`config.mk`:
```
export PLATFORM = sky130hd
export DESIGN_NAME = stream_in_port_geom_flat
export DESIGN_NICKNAME = d
export VERILOG_FILES = /design/src/rtl/stream_in_port_geom_pkg.sv /design/src/rtl/stream_in_port_geom_if.sv /design/src/rtl/stream_in_port_geom_geom_counter.sv /design/src/rtl/stream_in_port_geom.sv /design/src/flat_wrapper.sv
export SDC_FILE = /design/constraint.sdc
export NUM_CORES = 1
export LEC_CHECK = 0
export ABC_CLOCK_PERIOD_IN_PS = 13140
export CAP_MARGIN = 20
export CORE_AREA = 5 5 107 119
export DETAILED_ROUTE_END_ITERATION = 6
export DIE_AREA = 0 0 112 124
export GPL_TIMING_DRIVEN = 0
export PLACE_DENSITY = 0.76
export RECOVER_POWER = 100
export SKIP_LAST_GASP = 1
export SLEW_MARGIN = 20
export SYNTH_ARGS = -nofsm -noshare
export SYNTH_HDL_FRONTEND = slang
export SYNTH_SLANG_ARGS = --single-unit
```
`constraint.sdc`:
```
create_clock -name aclk -period 13.14 [get_ports aclk]
set_input_delay 2.628 -clock aclk [delete_from_list [all_inputs] [get_ports aclk]]
set_output_delay 2.628 -clock aclk [all_outputs]
set_load 0.02 [all_outputs]
```
`src/rtl/stream_in_port_geom_pkg.sv`:
```
// Shared types and constants for the stream_in_port_geom ingress port.
//   state_t   : ingress FSM states (WAIT_SOF, ACTIVE, DISCARD)
//   cnt_op_t  : operation requested from the geometry counter on a beat
//   CNT_W     : width of the line/beat counters and geometry inputs
//   MODE_* / FS_* : legal values of the MODE and FRAME_SYNC parameters
package stream_in_pkg;

    localparam int CNT_W = 16;

    localparam string MODE_LINE = "LINE";
    localparam string MODE_ONCE = "ONCE";
    localparam string FS_ON     = "ON";
    localparam string FS_OFF    = "OFF";

    typedef enum logic [1:0] {
        WAIT_SOF = 2'd0,
        ACTIVE   = 2'd1,
        DISCARD  = 2'd2
    } state_t;

    typedef enum logic [1:0] {
        CNT_HOLD = 2'd0,
        CNT_INC  = 2'd1,
        CNT_LINE = 2'd2,
        CNT_CLR  = 2'd3
    } cnt_op_t;

endpackage

```
`src/rtl/stream_in_port_geom_if.sv`:
```
// AXI4-Stream video bus between a video source and stream_in_port_geom.
//   axi_tdata  : pixel data (DSIZE bits)
//   axi_tvalid : source has a beat
//   axi_tready : port can accept a beat
//   axi_tuser  : start of frame
//   axi_tlast  : end of line
// master = video source, slave = ingress port.
interface stream_in_port_geom_if #(
    parameter int DSIZE = 24
);
    logic [DSIZE-1:0] axi_tdata;
    logic             axi_tvalid;
    logic             axi_tready;
    logic             axi_tuser;
    logic             axi_tlast;

    modport master (
        output axi_tdata, axi_tvalid, axi_tuser, axi_tlast,
        input  axi_tready
    );

    modport slave (
        input  axi_tdata, axi_tvalid, axi_tuser, axi_tlast,
        output axi_tready
    );
endinterface

```
`src/rtl/stream_in_port_geom_geom_counter.sv`:
```
// Beat/line counters for stream_in_port_geom plus the latched frame geometry.
//   aclk, aresetn, aclken : clock, sync active-low reset, clock enable
//   load_i                : SOF beat with valid geometry; latch hactive_i/vactive_i
//   hactive_i, vactive_i  : live geometry inputs
//   tlast_i               : tlast of the current beat
//   op_i                  : counter update for this beat
//   line_done_o           : current beat ends the line (tlast or hactive reached)
//   frame_done_o          : current line is the last line of the frame
//   short_line_o          : tlast before hactive beats
//   long_line_o           : hactive reached without tlast
module geom_counter
    import stream_in_pkg::*;
(
    input  logic             aclk,
    input  logic             aresetn,
    input  logic             aclken,
    input  logic             load_i,
    input  logic [CNT_W-1:0] hactive_i,
    input  logic [CNT_W-1:0] vactive_i,
    input  logic             tlast_i,
    input  cnt_op_t          op_i,
    output logic             line_done_o,
    output logic             frame_done_o,
    output logic             short_line_o,
    output logic             long_line_o
);

    logic [CNT_W-1:0] hact_q, hact_d, vact_q, vact_d;
    logic [CNT_W-1:0] hcnt_q, hcnt_d, vcnt_q, vcnt_d;
    logic [CNT_W-1:0] h_eff, v_eff, hc_eff, vc_eff, h_last, v_last;

    // An SOF beat is evaluated as the first beat of a fresh frame using the
    // incoming geometry, so its flags are correct in the same cycle.
    always_comb begin
        h_eff  = load_i ? hactive_i : hact_q;
        v_eff  = load_i ? vactive_i : vact_q;
        hc_eff = load_i ? '0 : hcnt_q;
        vc_eff = load_i ? '0 : vcnt_q;
        h_last = h_eff - CNT_W'(1);
        v_last = v_eff - CNT_W'(1);

        line_done_o  = tlast_i | (hc_eff == h_last);
        frame_done_o = (vc_eff == v_last);
        short_line_o = tlast_i & (hc_eff < h_last);
        long_line_o  = ~tlast_i & (hc_eff == h_last);

        hact_d = h_eff;
        vact_d = v_eff;
        hcnt_d = hcnt_q;
        vcnt_d = vcnt_q;
        case (op_i)
            CNT_INC: begin
                hcnt_d = hc_eff + CNT_W'(1);
                vcnt_d = vc_eff;
            end
            CNT_LINE: begin
                hcnt_d = '0;
                vcnt_d = vc_eff + CNT_W'(1);
            end
            CNT_CLR: begin
                hcnt_d = '0;
                vcnt_d = '0;
            end
            default: ;
        endcase
    end

    always_ff @(posedge aclk) begin
        if (!aresetn) begin
            hact_q <= '0;
            vact_q <= '0;
            hcnt_q <= '0;
            vcnt_q <= '0;
        end else if (aclken) begin
            hact_q <= hact_d;
            vact_q <= vact_d;
            hcnt_q <= hcnt_d;
            vcnt_q <= vcnt_d;
        end
    end

endmodule

```
`src/rtl/stream_in_port_geom.sv`:
```
// AXI4-Stream video ingress port with SOF lock-on and line geometry checks.
//   aclk, aresetn, aclken   : clock, sync active-low reset, clock enable
//   vactive, hactive        : frame geometry, sampled at SOF
//   fsync                   : external frame sync (FRAME_SYNC="ON")
//   fifo_almost_full        : downstream backpressure
//   s_axis                  : AXI4-Stream slave (tdata/tvalid/tready/tuser/tlast)
//   falign/lalign/ealign    : frame start / line end / frame end pulses
//   odata_vld, odata        : registered accepted data
//   err_short/err_long/err_early_sof : geometry error pulses
module stream_in_port_geom
    import stream_in_pkg::*;
#(
    parameter int    DSIZE      = 24,
    parameter string MODE       = "LINE",
    parameter string FRAME_SYNC = "OFF"
) (
    input  logic                 aclk,
    input  logic                 aresetn,
    input  logic                 aclken,
    input  logic [CNT_W-1:0]     vactive,
    input  logic [CNT_W-1:0]     hactive,
    input  logic                 fsync,
    input  logic                 fifo_almost_full,
    stream_in_port_geom_if.slave s_axis,
    output logic                 falign,
    output logic                 lalign,
    output logic                 ealign,
    output logic                 odata_vld,
    output logic [DSIZE-1:0]     odata,
    output logic                 err_short,
    output logic                 err_long,
    output logic                 err_early_sof
);

    localparam bit LINE_MODE = (MODE == MODE_LINE);
    localparam bit FS_EXT    = (FRAME_SYNC == FS_ON);

    state_t           state_q, state_d;
    logic             tready_q, arm_q, arm_d, disc_end_q, disc_end_d;
    logic             vld_q, falign_q, lalign_q, ealign_q;
    logic             short_q, long_q, early_q;
    logic             lalign_d, ealign_d, short_d, long_d;
    logic [DSIZE-1:0] odata_q;
    logic             beat, sof, geom_ok, sof_beat, load, take;
    logic             line_done, frame_done, short_line, long_line;
    cnt_op_t          cnt_op;

    assign beat     = s_axis.axi_tvalid & tready_q & aclken;
    assign sof      = FS_EXT ? arm_q : s_axis.axi_tuser;
    assign geom_ok  = (hactive != '0) & (vactive != '0);
    assign sof_beat = beat & sof;
    assign load     = sof_beat & geom_ok;
    // Beats forwarded downstream: a valid SOF, or any in-frame beat.
    assign take     = load | (beat & ~sof & (state_q == ACTIVE));
    // Arm is set by fsync and consumed by the SOF beat; fsync while armed is a no-op.
    assign arm_d    = FS_EXT & ~sof_beat & (arm_q | fsync);

    geom_counter u_geom (
        .aclk        (aclk),
        .aresetn     (aresetn),
        .aclken      (aclken),
        .load_i      (load),
        .hactive_i   (hactive),
        .vactive_i   (vactive),
        .tlast_i     (s_axis.axi_tlast),
        .op_i        (cnt_op),
        .line_done_o (line_done),
        .frame_done_o(frame_done),
        .short_line_o(short_line),
        .long_line_o (long_line)
    );

    always_comb begin
        state_d    = state_q;
        disc_end_d = disc_end_q;
        cnt_op     = CNT_HOLD;
        lalign_d   = 1'b0;
        ealign_d   = 1'b0;
        short_d    = 1'b0;
        long_d     = 1'b0;
        if (take) begin
            if (line_done) begin
                lalign_d = LINE_MODE;
                ealign_d = frame_done;
                short_d  = short_line;
                long_d   = long_line;
                cnt_op   = frame_done ? CNT_CLR : CNT_LINE;
                if (long_line) begin
                    // Rest of an over-long line is dropped up to its tlast;
                    // remember whether the frame is over once that arrives.
                    state_d    = DISCARD;
                    disc_end_d = frame_done;
                end else begin
                    state_d = frame_done ? WAIT_SOF : ACTIVE;
                end
            end else begin
                cnt_op  = CNT_INC;
                state_d = ACTIVE;
            end
        end else if (sof_beat) begin
            // SOF with zero geometry: drop it and wait for a usable frame.
            cnt_op  = CNT_CLR;
            state_d = WAIT_SOF;
        end else if (beat && state_q == DISCARD && s_axis.axi_tlast) begin
            state_d = disc_end_q ? WAIT_SOF : ACTIVE;
        end
    end

    // Output register stage: everything lags the accepted beat by one cycle.
    always_ff @(posedge aclk) begin
        if (!aresetn) begin
            state_q    <= WAIT_SOF;
            tready_q   <= 1'b0;
            arm_q      <= 1'b0;
            disc_end_q <= 1'b0;
            vld_q      <= 1'b0;
            falign_q   <= 1'b0;
            lalign_q   <= 1'b0;
            ealign_q   <= 1'b0;
            short_q    <= 1'b0;
            long_q     <= 1'b0;
            early_q    <= 1'b0;
            odata_q    <= '0;
        end else if (aclken) begin
            state_q    <= state_d;
            tready_q   <= ~fifo_almost_full;
            arm_q      <= arm_d;
            disc_end_q <= disc_end_d;
            vld_q      <= take;
            falign_q   <= load;
            lalign_q   <= lalign_d;
            ealign_q   <= ealign_d;
            short_q    <= short_d;
            long_q     <= long_d;
            early_q    <= sof_beat & (state_q != WAIT_SOF);
            if (take) odata_q <= s_axis.axi_tdata;
        end else begin
            vld_q    <= 1'b0;
            falign_q <= 1'b0;
            lalign_q <= 1'b0;
            ealign_q <= 1'b0;
            short_q  <= 1'b0;
            long_q   <= 1'b0;
            early_q  <= 1'b0;
        end
    end

    assign s_axis.axi_tready = tready_q;
    assign odata_vld         = vld_q;
    assign odata             = odata_q;
    assign falign            = falign_q;
    assign lalign            = lalign_q;
    assign ealign            = ealign_q;
    assign err_short         = short_q;
    assign err_long          = long_q;
    assign err_early_sof     = early_q;

endmodule

```
`src/flat_wrapper.sv`:
```
// flat-port wrapper written by rule: the top's interface ports become plain ports
module stream_in_port_geom_flat import stream_in_pkg::*;
#(
    parameter int    DSIZE      = 24,
    parameter string MODE       = "    ",
    parameter string FRAME_SYNC = "   "
)
  (aclk, aresetn, aclken, vactive, hactive, fsync, fifo_almost_full, falign, lalign, ealign, odata_vld, odata, err_short, err_long, err_early_sof, s_axis_axi_tdata, s_axis_axi_tvalid, s_axis_axi_tuser, s_axis_axi_tlast, s_axis_axi_tready);
  stream_in_port_geom_if #(.DSIZE(DSIZE)) s_axis_i ();
  input  logic aclk;
  input  logic aresetn;
  input  logic aclken;
  input  logic [CNT_W-1:0] vactive;
  input  logic [CNT_W-1:0] hactive;
  input  logic fsync;
  input  logic fifo_almost_full;
  output logic falign;
  output logic lalign;
  output logic ealign;
  output logic odata_vld;
  output logic [DSIZE-1:0] odata;
  output logic err_short;
  output logic err_long;
  output logic err_early_sof;
  input wire logic [$bits(s_axis_i.axi_tdata)-1:0] s_axis_axi_tdata;
  input wire logic [$bits(s_axis_i.axi_tvalid)-1:0] s_axis_axi_tvalid;
  input wire logic [$bits(s_axis_i.axi_tuser)-1:0] s_axis_axi_tuser;
  input wire logic [$bits(s_axis_i.axi_tlast)-1:0] s_axis_axi_tlast;
  output wire logic [$bits(s_axis_i.axi_tready)-1:0] s_axis_axi_tready;
  assign s_axis_i.axi_tdata = s_axis_axi_tdata;
  assign s_axis_i.axi_tvalid = s_axis_axi_tvalid;
  assign s_axis_i.axi_tuser = s_axis_axi_tuser;
  assign s_axis_i.axi_tlast = s_axis_axi_tlast;
  assign s_axis_axi_tready = s_axis_i.axi_tready;
  stream_in_port_geom #(.DSIZE(DSIZE), .MODE(MODE), .FRAME_SYNC(FRAME_SYNC)) u_core (.aclk(aclk), .aresetn(aresetn), .aclken(aclken), .vactive(vactive), .hactive(hactive), .fsync(fsync), .fifo_almost_full(fifo_almost_full), .s_axis(s_axis_i), .falign(falign), .lalign(lalign), .ealign(ealign), .odata_vld(odata_vld), .odata(odata), .err_short(err_short), .err_long(err_long), .err_early_sof(err_early_sof));
endmodule
```
==> results.yml, run 1 <==
routing:
  antenna_left: 0
  first_pass_iters: 6
  drtIter0Drc: 577
  drcViolationCount: 0
  drt-total-wl_mm: 18.6
  vias_per_cell: 6.06
  avgRoutedWirePerCell_microns: 18.0
  via_count: 6277
placement:
  dp.cells: 1020
  place_congestion: 0.954
  port_buffers: 91
  place.detailed.hpwl_mm: 14.1
  place_ws_ns: 3.67
timing:
  relSlewSlack_pct: 25.0
  hold_violations: 0
  worst_clock_skew_ns: 0.0113
  min_period_over_period_pct: 83.4
  tightest_slew_ns: 1.11
  layout_min_cycle_time_ns: 10.96
  worst_slack_ns: 2.18
  timing.fmax_ghz: 0.0913
  grt_setup_unrepaired: "no"
  drv_slew: 0
  finalSetupTns_ns: 0
  setup_viol: 0
job:
  max_cap_violations: 0
worst_setup_path:
  cp_cell_sequence: "dlygate4sd3_1, or4_1, nor4_1, a41oi_1, nand2_4, clkbuf_1, clkbuf_1, clkbuf_1, clkbuf_1, o21ai_0, ha_1, nand4_1, o41ai_1, o21ai_0, a211oi_1, nand3_1, nor2_1, and3_1, o31ai_1, a31o_1"
  worstRegToRegCells: 22
  crit_family: "compound AO/OA/AOI/OAI gates"
  r2r_slack_ns: 5.54
  critPathKind: "input pin to flip-flop"
  crit_arrival_ns: 11.21
  critPathLaunchType: "input pin"
  crit_start: "hactive[2]"
  path_max_fanout: 10
  crit_path_frequent_cell: "clkbuf_1"
  critPathBufInv: 5
  cp-end-kind: "flip-flop"
  r2r-start: "u_core.s_axis.axi_tready"
  critical_path.max_stage_delay_ns: 1.03
  cp.required_ns: 13.40
  slowest_stage: "o41ai_1"
  rr_endpoint: "u_core.u_geom.vcnt_q[12]"
hold_path:
  min_to: "u_core.odata[6]"
  whs_path_depth: 2
  min_from: "u_core.odata[6]"
  holdCritPathClass: "flip-flop to flip-flop"
power:
  internal-power_uw: 474
  p_comb_share_pct: 13.5
  swShare_pct: 27.8
  p_total_uw: 657
  p_leak_uw: 0.00287
  p_per_area_nw_per_um2: 88.4
  ir_worst_vdd_mv: 0.0555
  power_frac_seq_pct: 45.9
  clkPwrFrac_pct: 40.6
  power_switching_uw: 183
synthesis:
  synthFlopType: "dfxtp_1"
  yosysWarningCount: 0
  avgSynthCellArea_sq_um: 7.84
  ys_top_cells_by_area: "dfxtp_1, nand2_1, a21oi_1"
  synth_edf_count: 0
  yosysTopAreaCellShare_pct: 32.1
  syn_area_sq_um: 6100
  yosys.area.top_type: "dfxtp_1"
  synthesis.nets: 863
  async_flop_share_pct: 0
  syn-instance-count: 779
  ys_seq_area_share_pct: 32.1
  synth_cell_types: 83
  ys_seq_elements: 98
cts:
  cts_buffers: 9
  root_buffer: "clkbuf_16"
  cts_setup_buffers: 0
  htreeDepth: 3
  postCtsHoldBufs: 0
  cts.sinks: 98
  cts_resized: 0
  clkLatencyLatePin_ns: 0.36
  cts_tree: "yes"
  clk_pin_slew_ns: 0.08
  clockBufferDepth: 2
final_layout:
  fin_cells: 1036
  antennaDiodeCount: 0
  multi_input_area_sq_um: 3830
  drive_gt1_share_pct: 6.32
  syn2layout_area_growth_pct: 21.7
  seqCellArea_sq_um: 1960
  final_cell_mix: "nand2_1, dfxtp_1, a21oi_1, nor2_1, clkdlybuf4s50_1"
  nets: 965
  fin_util_pct: 65.5
  layout_commonest_cell: "nand2_1"
  fillCellCount: 967
global_routing:
  overflow: 0
  grt_pass1_wl_mm: 29.7
  grt_max_degree: 20
  antenna_found_initial: 0
  track_usage_pct: 26.7
  grt_pass1_vias: 6110
floorplan:
  dieArea_sq_um: 13900
  die_h_microns: 124
  dieWidth_microns: 112
  placementRows: 41
  initial_core_util_pct: 53.8
  io_pins: 96
  coreArea_sq_um: 11300
status:
  status: "completed"
## cell usage after synthesis (all sizes together), types with 13 or more instances
cell,instances
mux2i,18
nor2,72
clkbuf,27
nor4,14
xnor2,25
and2,18
xor2,21
o21ai,34
a21oi,74
and3,13
nor3,23
nand2,129
nand3,25
nand4,17
dfxtp,98
ha,20
inv,17
## tightest hold or removal path: cells and delay by family, from the launching register on
family	cells	cell delay, ns
flops	1	0.31
simple gates	1	0.05
compound gates	1	0.05
## flip-flops by register name (all words and copies together) (netlist names)
name	flops
u_core.odata	24
u_core.u_geom.vact_q	16
u_core.u_geom.hcnt_q	16
u_core.u_geom.vcnt_q	16
u_core.err_long	1
u_core.falign	1
u_core.state_q	2
u_core.u_geom.hact_q	16
u_core.err_short	1
u_core.err_early_sof	1
u_core.s_axis.axi_tready	1
u_core.ealign	1
u_core.disc_end_q	1
u_core.odata_vld	1
## area by class of cell
class	instances	area share [%]
timing repair buffer	91	12.3
clock buffer	9	3.03
sequential	98	26.4
buffer	36	2.41
tap	150	2.53
inverter	17	0.859
multi-input combinational	628	51.6
clock inverter	7	0.926
## metal layers
| metal | part of all wire [%] | GRT usage [%] | wire, microns |
|---|---|---|---|
| met1 | 41 | 31.7 | 7640 |
| met2 | 47 | 46.0 | 8730 |
| met3 | 8.4 | 6.41 | 1560 |
| met4 | 3.7 | 12.3 | 685 |
| met5 | 0 | 0 | 0 |
## how the worst max path moves through the flow
stage	cells after the start	slack, ns	to
after global routing	20	1.87	u_core.u_geom.vcnt_q[12]
final	20	2.18	u_core.u_geom.vcnt_q[12]
after CTS	23	3.95	u_core.u_geom.vcnt_q[12]
after global placement	23	3.92	u_core.u_geom.vcnt_q[12]
after floorplan	22	5.66	u_core.u_geom.vcnt_q[9]
after detailed placement	23	3.67	u_core.u_geom.vcnt_q[12]
## kinds of logic (layout without fill, tap and decap cells)
kind of cell / Yosys count / count (layout) / share of synthesized area (%)
other: 1 / 1 / 0.0614
buffers and inverters: 53 / 160 / 4.20
AND/OR/NAND/NOR: 363 / 363 / 30.3
XOR/XNOR: 46 / 46 / 6.60
AO/OA/AOI/OAI: 178 / 178 / 19.3
adder cells (fa/ha/maj): 20 / 20 / 4.10
multiplexers: 20 / 20 / 3.32
flip-flops: 98 / 98 / 32.1
## power groups by stage
| stage | logic, uW | registers, uW | clock network (uW) |
|---|---|---|---|
| after detailed placement | 88.3 | 309 | 0 |
| after global placement | 86.0 | 308 | 0 |
| after global routing | 95.5 | 302 | 283 |
| after CTS | 89.2 | 302 | 269 |
| final | 88.8 | 302 | 266 |
| after floorplan | 47.0 | 310 | 0 |
## stage by stage
step           hold WS [ns]  area, sq um
5_1_grt               0.473         7430
3_5_place_dp          0.446         7200
4_1_cts               0.453         7500
2_1_floorplan         0.448         6100
6_report              0.449         7430
3_3_place_gp          0.438         7200
(Power assumes the default switching activity.)
==> inputs of run 2 (changes only) <==
Settings changed: ABC_CLOCK_PERIOD_IN_PS 13140 to 9500, CORE_AREA 5 5 107 119 to 5 5 113 126, DIE_AREA 0 0 112 124 to 0 0 118 131, PLACE_DENSITY 0.76 to 0.71.
Clock period 13.14 ns to 9.5 ns, I/O delays scaled along.
==> run 2 against run 1 <==
Flip-flop and latch count unchanged. Critical path depth unchanged. Die area up 11%. Register-to-register slack worse by 2.9 ns. Count of clock-buffer cells in the layout unchanged. First-iteration DRC count down 26%. Sequential share of layout area down 0.21 points. Largest cell class unchanged.
==> results.yml, run 2 (synthesized netlist as in run 1, its figures left out) <==
hold_path:
  holdCritPathClass: "flip-flop to flip-flop"
routing:
  routed.top_layer: "met4"
  avgRoutedWirePerCell_microns: 18.4
  met1Wirelength_mm: 7.93
  antenna_left: 0
  via_count: 6202
  drcViolationCount: 0
  drtIter0Drc: 426
  drt-total-wl_mm: 19.2
  first_pass_iters: 4
  wl_met2_mm: 9.38
  wl_met3_mm: 1.29
  vias_per_cell: 5.92
final_layout:
  antennaDiodeCount: 0
  syn2layout_area_growth_pct: 22.6
  fin_util_pct: 58.1
  nets: 965
  final_cell_mix: "nand2_1, dfxtp_1, a21oi_1, nor2_1, clkdlybuf4s50_1"
  largest_reg_flops: 24
  layout_commonest_cell: "nand2_1"
  drive_gt1_share_pct: 6.77
global_routing:
  antenna_found_initial: 0
  grt_pass1_wl_mm: 30.9
  grt_max_degree: 21
  overflow: 0
  grt_pass1_vias: 6159
  track_usage_pct: 24.7
floorplan:
  placementRows: 44
  dieWidth_microns: 118
  coreArea_sq_um: 12900
  die_h_microns: 131
  io_pins: 96
  initial_core_util_pct: 47.4
  dieArea_sq_um: 15500
timing:
  drv_slew: 0
  worst_clock_skew_ns: 0.0128
  timing.fmax_ghz: 0.113
  finalSetupTns_ns: 0
  hold_violations: 0
  layout_min_cycle_time_ns: 8.85
  setup_viol: 0
  min_period_over_period_pct: 93.2
  relSlewSlack_pct: 36.9
  tightest_slew_ns: 0.939
  grt_setup_unrepaired: "no"
cts:
  cts_resized: 0
  root_buffer: "clkbuf_16"
  clockBufferDepth: 2
  clkLatencyLatePin_ns: 0.37
  clk_pin_slew_ns: 0.08
  htreeDepth: 3
  cts_tree: "yes"
  postCtsHoldBufs: 0
  cts_setup_buffers: 0
  cts.sinks: 98
  cts_buffers: 9
worst_setup_path:
  path_max_fanout: 10
  cp_cell_sequence: "dlygate4sd3_1, or4_1, nor3_1, nand4b_1, nand2_1, clkbuf_8, buf_2, buf_2, clkbuf_1, o21ai_0, ha_1, nand4_1, o41ai_2, o21ai_1, a2111oi_0, and3_1, nand3_1, nor4_1, a31o_1, and3_1"
  critPathBufInv: 5
  slowest_stage: "a2111oi_0"
  cp-end-kind: "flip-flop"
  r2r_slack_ns: 2.60
  critical_path.max_stage_delay_ns: 0.74
  worstRegToRegCells: 22
  crit_family: "simple AND/OR/NAND/NOR gates"
  critPathLaunchType: "input pin"
  path_depth: 20
  critPathKind: "input pin to flip-flop"
  r2r-start: "u_core.s_axis.axi_tready"
  cp.required_ns: 9.81
  crit_end: "u_core.u_geom.vcnt_q[7]"
  rr_endpoint: "u_core.u_geom.vcnt_q[7]"
  crit_start: "vactive[4]"
  crit_arrival_ns: 9.16
job:
  max_cap_violations: 0
power:
  ir_worst_vdd_mv: 0.118
  p_per_area_nw_per_um2: 123
  p_leak_uw: 0.00286
placement:
  port_buffers: 91
  place_congestion: 0.952
  place.detailed.hpwl_mm: 14.8
status:
  status: "completed"
run 2: final cells by class:
class                      count  area, sq um
fill                        1220         5400
multi-input combinational    628         3850
sequential                    98         1960
timing repair buffer          91          911
clock buffer                   9          225
tap                          161          201
buffer                        36          191
clock inverter                 7         82.6
inverter                      17         63.8
run 2: worst min-delay path by stage:
stage	startpoint	endpoint	slack, ns	cells after the start
after floorplan	u_core.u_geom.hact_q[15]	u_core.u_geom.hact_q[15]	0.45	2
after global placement	u_core.odata[6]	u_core.odata[6]	0.44	2
after detailed placement	u_core.odata[8]	u_core.odata[8]	0.45	2
after CTS	u_core.odata[20]	u_core.odata[20]	0.45	2
after global routing	u_core.odata[1]	u_core.odata[1]	0.47	2
final	u_core.odata[20]	u_core.odata[20]	0.45	2
run 2: routing by layer:
metal | global-route usage (%) | vias up
met5 | 0 | -
met4 | 12.1 | 0
met3 | 4.82 | 36
met2 | 42.8 | 249
met1 | 29.4 | 2922
li1 | - | 2995
run 2: power by group:
| group | switching [uW] | internal (uW) |
|---|---|---|
| registers | 3.14 | 414 |
| clock network | 190 | 189 |
| logic | 66.4 | 56.2 |
| total | 259 | 659 |
run 2: through the flow:
stage / power, uW / instance area [sq um] / worst slack [ns] / hold slack, ns / cells
after global placement: 547 / 7220 / 0.944 / 0.437 / 1031
after floorplan: 493 / 6100 / 2.75 / 0.448 / 779
after detailed placement: 549 / 7220 / 0.774 / 0.446 / 1031
final: 919 / 7490 / 0.648 / 0.451 / 1047
after CTS: 925 / 7520 / 1.15 / 0.454 / 1047
after global routing: 955 / 7490 / 0.337 / 0.467 / 1047
run 2: worst min-delay path: stages (launching register included):
cell and delay (ns):
dfxtp_1 0.31, nand2_1 0.05, a21oi_1 0.05
==> inputs of run 3 (changes only) <==
Settings changed: ABC_AREA from default to 1, CORE_AREA 5 5 113 126 to 5 5 114 126, DIE_AREA 0 0 118 131 to 0 0 119 131, PLACE_DENSITY 0.71 to 0.72.
==> run 3 against run 2 <==
Critical path depth grew 12. Synthesized cell count increased by 28%. Die area grew 0.85%. Clock power rose by 2%. Worst setup slack better by 1.1 ns. Final area is 2.6% higher. Fmax rose by 14%. Register-to-register slack improved by 1.2 ns. Total power up 5.5%. Largest cell class unchanged. Largest power group unchanged.
==> results.yml, run 3 <==
final_layout:
  drive_gt1_share_pct: 4.51
  fillCellCount: 1322
  antennaDiodeCount: 0
  nets: 1188
  largest_reg_flops: 24
  syn2layout_area_growth_pct: 21.8
  fin_area_sq_um: 7680
  layout_commonest_cell: "nand2_1"
  final_cell_mix: "nand2_1, nor2_1, inv_1, dfxtp_1, nand3_1"
synthesis:
  synth_cell_types: 44
  synth.most_common_cell: "nand2_1"
  syn-instance-count: 1001
  async_flop_share_pct: 0
  ys_top_cells_by_area: "dfxtp_1, nand2_1, nor2_1"
  synth_commonest_cells: "nand2_1, nor2_1, inv_1"
  synthFlopType: "dfxtp_1"
  yosysTopAreaCellShare_pct: 31.1
  yosysWarningCount: 0
  ys_seq_elements: 98
  avgSynthCellArea_sq_um: 6.30
  synth_edf_count: 0
  yosys.area.top_type: "dfxtp_1"
  synthesis.nets: 1085
  ys_seq_area_share_pct: 31.1
  syn_area_sq_um: 6310
floorplan:
  coreArea_sq_um: 13000
  dieWidth_microns: 119
  io_pins: 96
  initial_core_util_pct: 48.6
  die_h_microns: 131
  dieArea_sq_um: 15600
  placementRows: 44
timing:
  worst_clock_skew_ns: 0.0125
  grt_setup_unrepaired: "no"
  layout_min_cycle_time_ns: 7.76
  relSlewSlack_pct: 51.6
  timing.fmax_ghz: 0.129
  drv_slew: 0
  setup_viol: 0
  hold_violations: 0
  worst_slack_ns: 1.74
  tightest_slew_ns: 0.726
  finalSetupTns_ns: 0
  min_period_over_period_pct: 81.7
cts:
  clkLatencyLatePin_ns: 0.36
  postCtsHoldBufs: 0
  clk_pin_slew_ns: 0.07
  clockBufferDepth: 2
  cts_resized: 0
  cts_tree: "yes"
  cts_setup_buffers: 0
  htreeDepth: 3
  root_buffer: "clkbuf_16"
  cts_buffers: 9
  cts.sinks: 98
routing:
  first_pass_iters: 6
  drcViolationCount: 0
  drtIter0Drc: 435
  antenna_left: 0
  vias_per_cell: 5.19
  via_count: 6593
  avgRoutedWirePerCell_microns: 14.0
  drt-total-wl_mm: 17.8
global_routing:
  overflow: 0
  antenna_found_initial: 0
  grt_max_degree: 16
  grt_pass1_wl_mm: 28.4
  track_usage_pct: 22.8
  grt_pass1_vias: 5969
worst_setup_path:
  cp-end-kind: "flip-flop"
  critical_path.max_stage_delay_ns: 0.60
  critPathLaunchType: "input pin"
  crit_arrival_ns: 7.98
  cp.required_ns: 9.72
  critPathBufInv: 8
  slowest_stage: "dlygate4sd3_1"
  crit_path_frequent_cell: "nand2_1"
  crit_family: "simple AND/OR/NAND/NOR gates"
  critPathKind: "input pin to flip-flop"
  path_max_fanout: 10
power:
  p_leak_uw: 0.00399
  p_total_uw: 969
  p_per_area_nw_per_um2: 126
  ir_worst_vdd_mv: 0.110
placement:
  port_buffers: 92
  place_area_sq_um: 7430
  place_congestion: 0.994
  place.detailed.hpwl_mm: 13.8
  place_ws_ns: 2.43
status:
  status: "completed"
job:
  max_cap_violations: 0
hold_path:
  holdCritPathClass: "flip-flop to flip-flop"
## run 3: cell types whose count changed in the layout (fill, tap and decap cells not counted), sizes merged, moves of 31 or more
cell,change
a21oi,-31
inv,+105
nand3,+45
nor2,+104
nand2,+151
## run 3: where the power goes
group          internal [uW]  switching [uW]
Combinational           68.0            95.2
Clock                    219             168
Sequential               416            2.38
## run 3: area by class of cell
cell class                      count  area [sq um]  area share, %
Buffer                             34           173           2.25
Clock buffer                       12           256           3.34
Clock inverter                      4          50.0          0.652
Inverter                          126           473           6.16
Multi-Input combinational cell    743          3640           47.5
Sequential cell                    98          1960           25.5
Tap cell                          161           201           2.62
Timing Repair Buffer               92           921           12.0
## run 3: worst paths after layout
kind	start	endpoint	slack (ns)	cells past startpoint
max reg2reg	u_core.s_axis.axi_tready	u_core.u_geom.vcnt_q[8]	3.78	29
min reg2reg	u_core.u_geom.hcnt_q[2]	u_core.u_geom.hcnt_q[2]	0.47	2
min	u_core.u_geom.hcnt_q[2]	u_core.u_geom.hcnt_q[2]	0.47	2
max	hactive[1]	u_core.u_geom.vcnt_q[8]	1.74	32
## run 3: through the flow
stage	hold slack [ns]	utilization, %	cells
floorplan	0.445	-	1001
global placement	0.453	57.2	1254
detailed placement	0.460	57.2	1254
CTS	0.470	59.6	1270
global route	0.485	59.1	1270
finish	0.470	59.1	1270
## run 3: cell families after synthesis
logic type / count (synthesis) / synth area share [%]
xor gates and xnor gates: 31 / 4.30
other: 1 / 0.0594
buffers and inverters: 160 / 10.5
muxes: 11 / 2.06
and+or+nand+nor: 587 / 40.2
DFF: 98 / 31.1
adders and majority gates: 20 / 3.97
AOI/OAI and AO/OA: 93 / 7.81
## run 3: worst register-to-register path, delay by kind of cell, from the launching register on
family	cells	cell delay, ns
AOI/OAI and AO/OA	1	0.56
buffers and inverters	5	0.89
DFF	1	0.36
adders and majority gates	1	0.31
xor gates and xnor gates	2	0.32
and+or+nand+nor	20	3.16
## run 3: per-layer routing
layer  global-route usage (%)  wire length, microns
met5                        0                     0
met4                     10.6                   552
met3                     4.22                  1010
met2                     39.8                  8560
met1                     27.2                  7650
==> RTL edit (settings of run 1) <==
Make the reset (`aresetn`) asynchronous in 2 clocked blocks. Comments in the files are not updated.
--- a/src/rtl/stream_in_port_geom_geom_counter.sv
+++ b/src/rtl/stream_in_port_geom_geom_counter.sv
@@ -65,7 +65,7 @@
         endcase
     end
 
-    always_ff @(posedge aclk) begin
+    always_ff @(posedge aclk or negedge aresetn) begin
         if (!aresetn) begin
             hact_q <= '0;
             vact_q <= '0;
--- a/src/rtl/stream_in_port_geom.sv
+++ b/src/rtl/stream_in_port_geom.sv
@@ -107,7 +107,7 @@
     end
 
     // Output register stage: everything lags the accepted beat by one cycle.
-    always_ff @(posedge aclk) begin
+    always_ff @(posedge aclk or negedge aresetn) begin
         if (!aresetn) begin
             state_q    <= WAIT_SOF;
             tready_q   <= 1'b0;
Function: differs if aresetn is asserted again (counterexample within 4 cycles, from zero or initial values and one cycle with aresetn low); with aresetn held inactive, the same outputs for 4 cycles.
==> RTL edit against run 1 <==
- the flow now finishes with violations (max-capacitance violations, max-slew violations)
- final area is 1.0% lower
- synthesized area is 2.0% lower
- routed wire length is 8.4% lower
- sequential cell count stayed put
- setup slack worse by 0.28 ns
- count of clock-buffer cells in the layout stayed put
- non-clock buffer count is 1 lower
- hold slack better by 0.016 ns
- global-route usage is 1.6 points lower
- critical endpoint is now u_core.u_geom.vcnt_q[11]
Power is not compared: it rests on default switching activity, and its combinational part moved more than twofold at a synthesized area within 25%.
==> RTL edit: results (changes against run 1) <==
{| class="wikitable"
! Metric !! Value
|-
| Crit-path max cell delay || 0.72 ns (-0.31 ns)
|-
| Detailed-placement wirelength estimate || 12850 µm (-8.7%)
|-
| FF-to-FF Start || u_core.s_axis.axi_tready
|-
| Result of the run || complete, but fails checks
|-
| Post-route clock skew || 0.005659 ns (-0.005606 ns)
|-
| Detailed Route Iter0 Violations || 316 (-45%)
|-
| Post-DR vias/cell || 5.779 (-4.6%)
|-
| Static Leakage || between 3 and 4 nW
|-
| Sequential element share of the synthesized area || 0.4101 (+0.08875)
|-
| Asr flop ratio synth || 1.000 (+1.000)
|-
| Worst setup path start || hactive[3]
|-
| Detailed route wirelength on metal2 || 8862 µm (+1.5%)
|-
| Met3 capacity usage during global routing || 0.03353 (-0.03061)
|-
| Cell area reported after detailed placement || 0.007117 mm² (-1.2%)
|-
| Met1 track demand over resource || 0.3178 (+0.0008443)
|-
| Cells after DPL || 959 (-6.0%)
|-
| Routability congestion estimate || 0.9191 (-3.6%)
|-
| Slew at the pin with the worst max-slew slack || 2.859 ns (+1.749 ns)
|-
| Max-capacitance violation count || 2 (+2)
|-
| Pin count of the biggest net entering global routing || 56 (+180%)
|-
| Largest delay share family, worst path || simple AND/OR/NAND/NOR gates
|-
| Syn avg cell area || 8.351 µm² (+6.6%)
|-
| Final Max Slew Viols || 101 (+101)
|-
| Port Buffer Count || 92 (+1.1%)
|-
| Share of cells above drive strength 1 || 0.03879 (-0.02442)
|-
| Cell types occupying the most area after synthesis || sky130_fd_sc_hd__dfrtp_1 (41%), sky130_fd_sc_hd__nand2_1 (11%), sky130_fd_sc_hd__ha_1 (4.2%)
|-
| Final WL || 17050 µm (-8.4%)
|-
| Global router's overall resource usage || 0.2512 (-0.01574)
|-
| First-pass GRT wire length || 28080 µm (-5.5%)
|-
| Internal reg-to-reg setup slack || 4.95 ns (-0.59 ns)
|-
| Detailed Routing Iterations Pass 1 || 5 (-1)
|-
| Critical Path End || u_core.u_geom.vcnt_q[11]
|-
| Violated checks || max-capacitance violations, max-slew violations
|-
| Routed length on met1 || 7055 µm (-7.7%)
|-
| HP Start || u_core.odata[7]
|-
| Pre-CTS setup slack || 2.534 ns (-1.132 ns)
|-
| Critical path arrival || 11.48 ns (+0.27 ns)
|}
==> RTL edit: cell count changes in the layout (fill, tap and decap cells not counted), sizes merged, moves of 10 or more <==
cell and delta:
nor2 -39, a21oi -52, dfxtp -98, nand2 +54
and3 +10, dfrtp +98
==> RTL edit: how the worst min path moves through the flow <==
| stage | endpoint | slack, ns | cells after the start |
|---|---|---|---|
| 2_1_floorplan | u_core.u_geom.hcnt_q[15] | 0.44 | 1 |
| 3_3_place_gp | u_core.odata[22] | 0.45 | 2 |
| 3_5_place_dp | u_core.odata[5] | 0.46 | 2 |
| 4_1_cts | u_core.odata[7] | 0.48 | 2 |
| 5_1_grt | u_core.odata[23] | 0.49 | 2 |
| 6_report | u_core.odata[7] | 0.46 | 2 |
==> RTL edit: cell families (layout without fill, tap and decap cells) <==
group | Yosys count | in the layout | share of synthesized area
flops | 98 | 98 | 0.4101
fa+ha+maj | 20 | 20 | 0.04185
simple gates | 365 | 365 | 0.2940
other cells | 1 | 1 | 0.0006271
compound gates | 127 | 127 | 0.1417
mux | 9 | 9 | 0.01507
buf+inv | 59 | 168 | 0.04248
xor+xnor | 37 | 37 | 0.05420
==> RTL edit: final cells by class <==
cell class | count | area, µm²
Clock inverter | 7 | 85.08
Sequential cell | 98 | 2452
Multi-Input combinational cell | 559 | 3253
Tap cell | 150 | 187.7
Clock buffer | 9 | 225.2
Fill cell | 972 | 3985
Timing Repair Buffer | 93 | 918.4
Buffer | 33 | 131.4
Inverter | 26 | 98.84
==> RTL edit: power groups by stage <==
stage	Combinational [mW]	Clock [mW]	Sequential, mW
4_1_cts	0.304	0.283	0.385
5_1_grt	0.327	0.299	0.391
6_report	0.294	0.279	0.384
3_5_place_dp	0.301	0	0.391
3_3_place_gp	0.291	0	0.388
2_1_floorplan	0.158	0	0.409
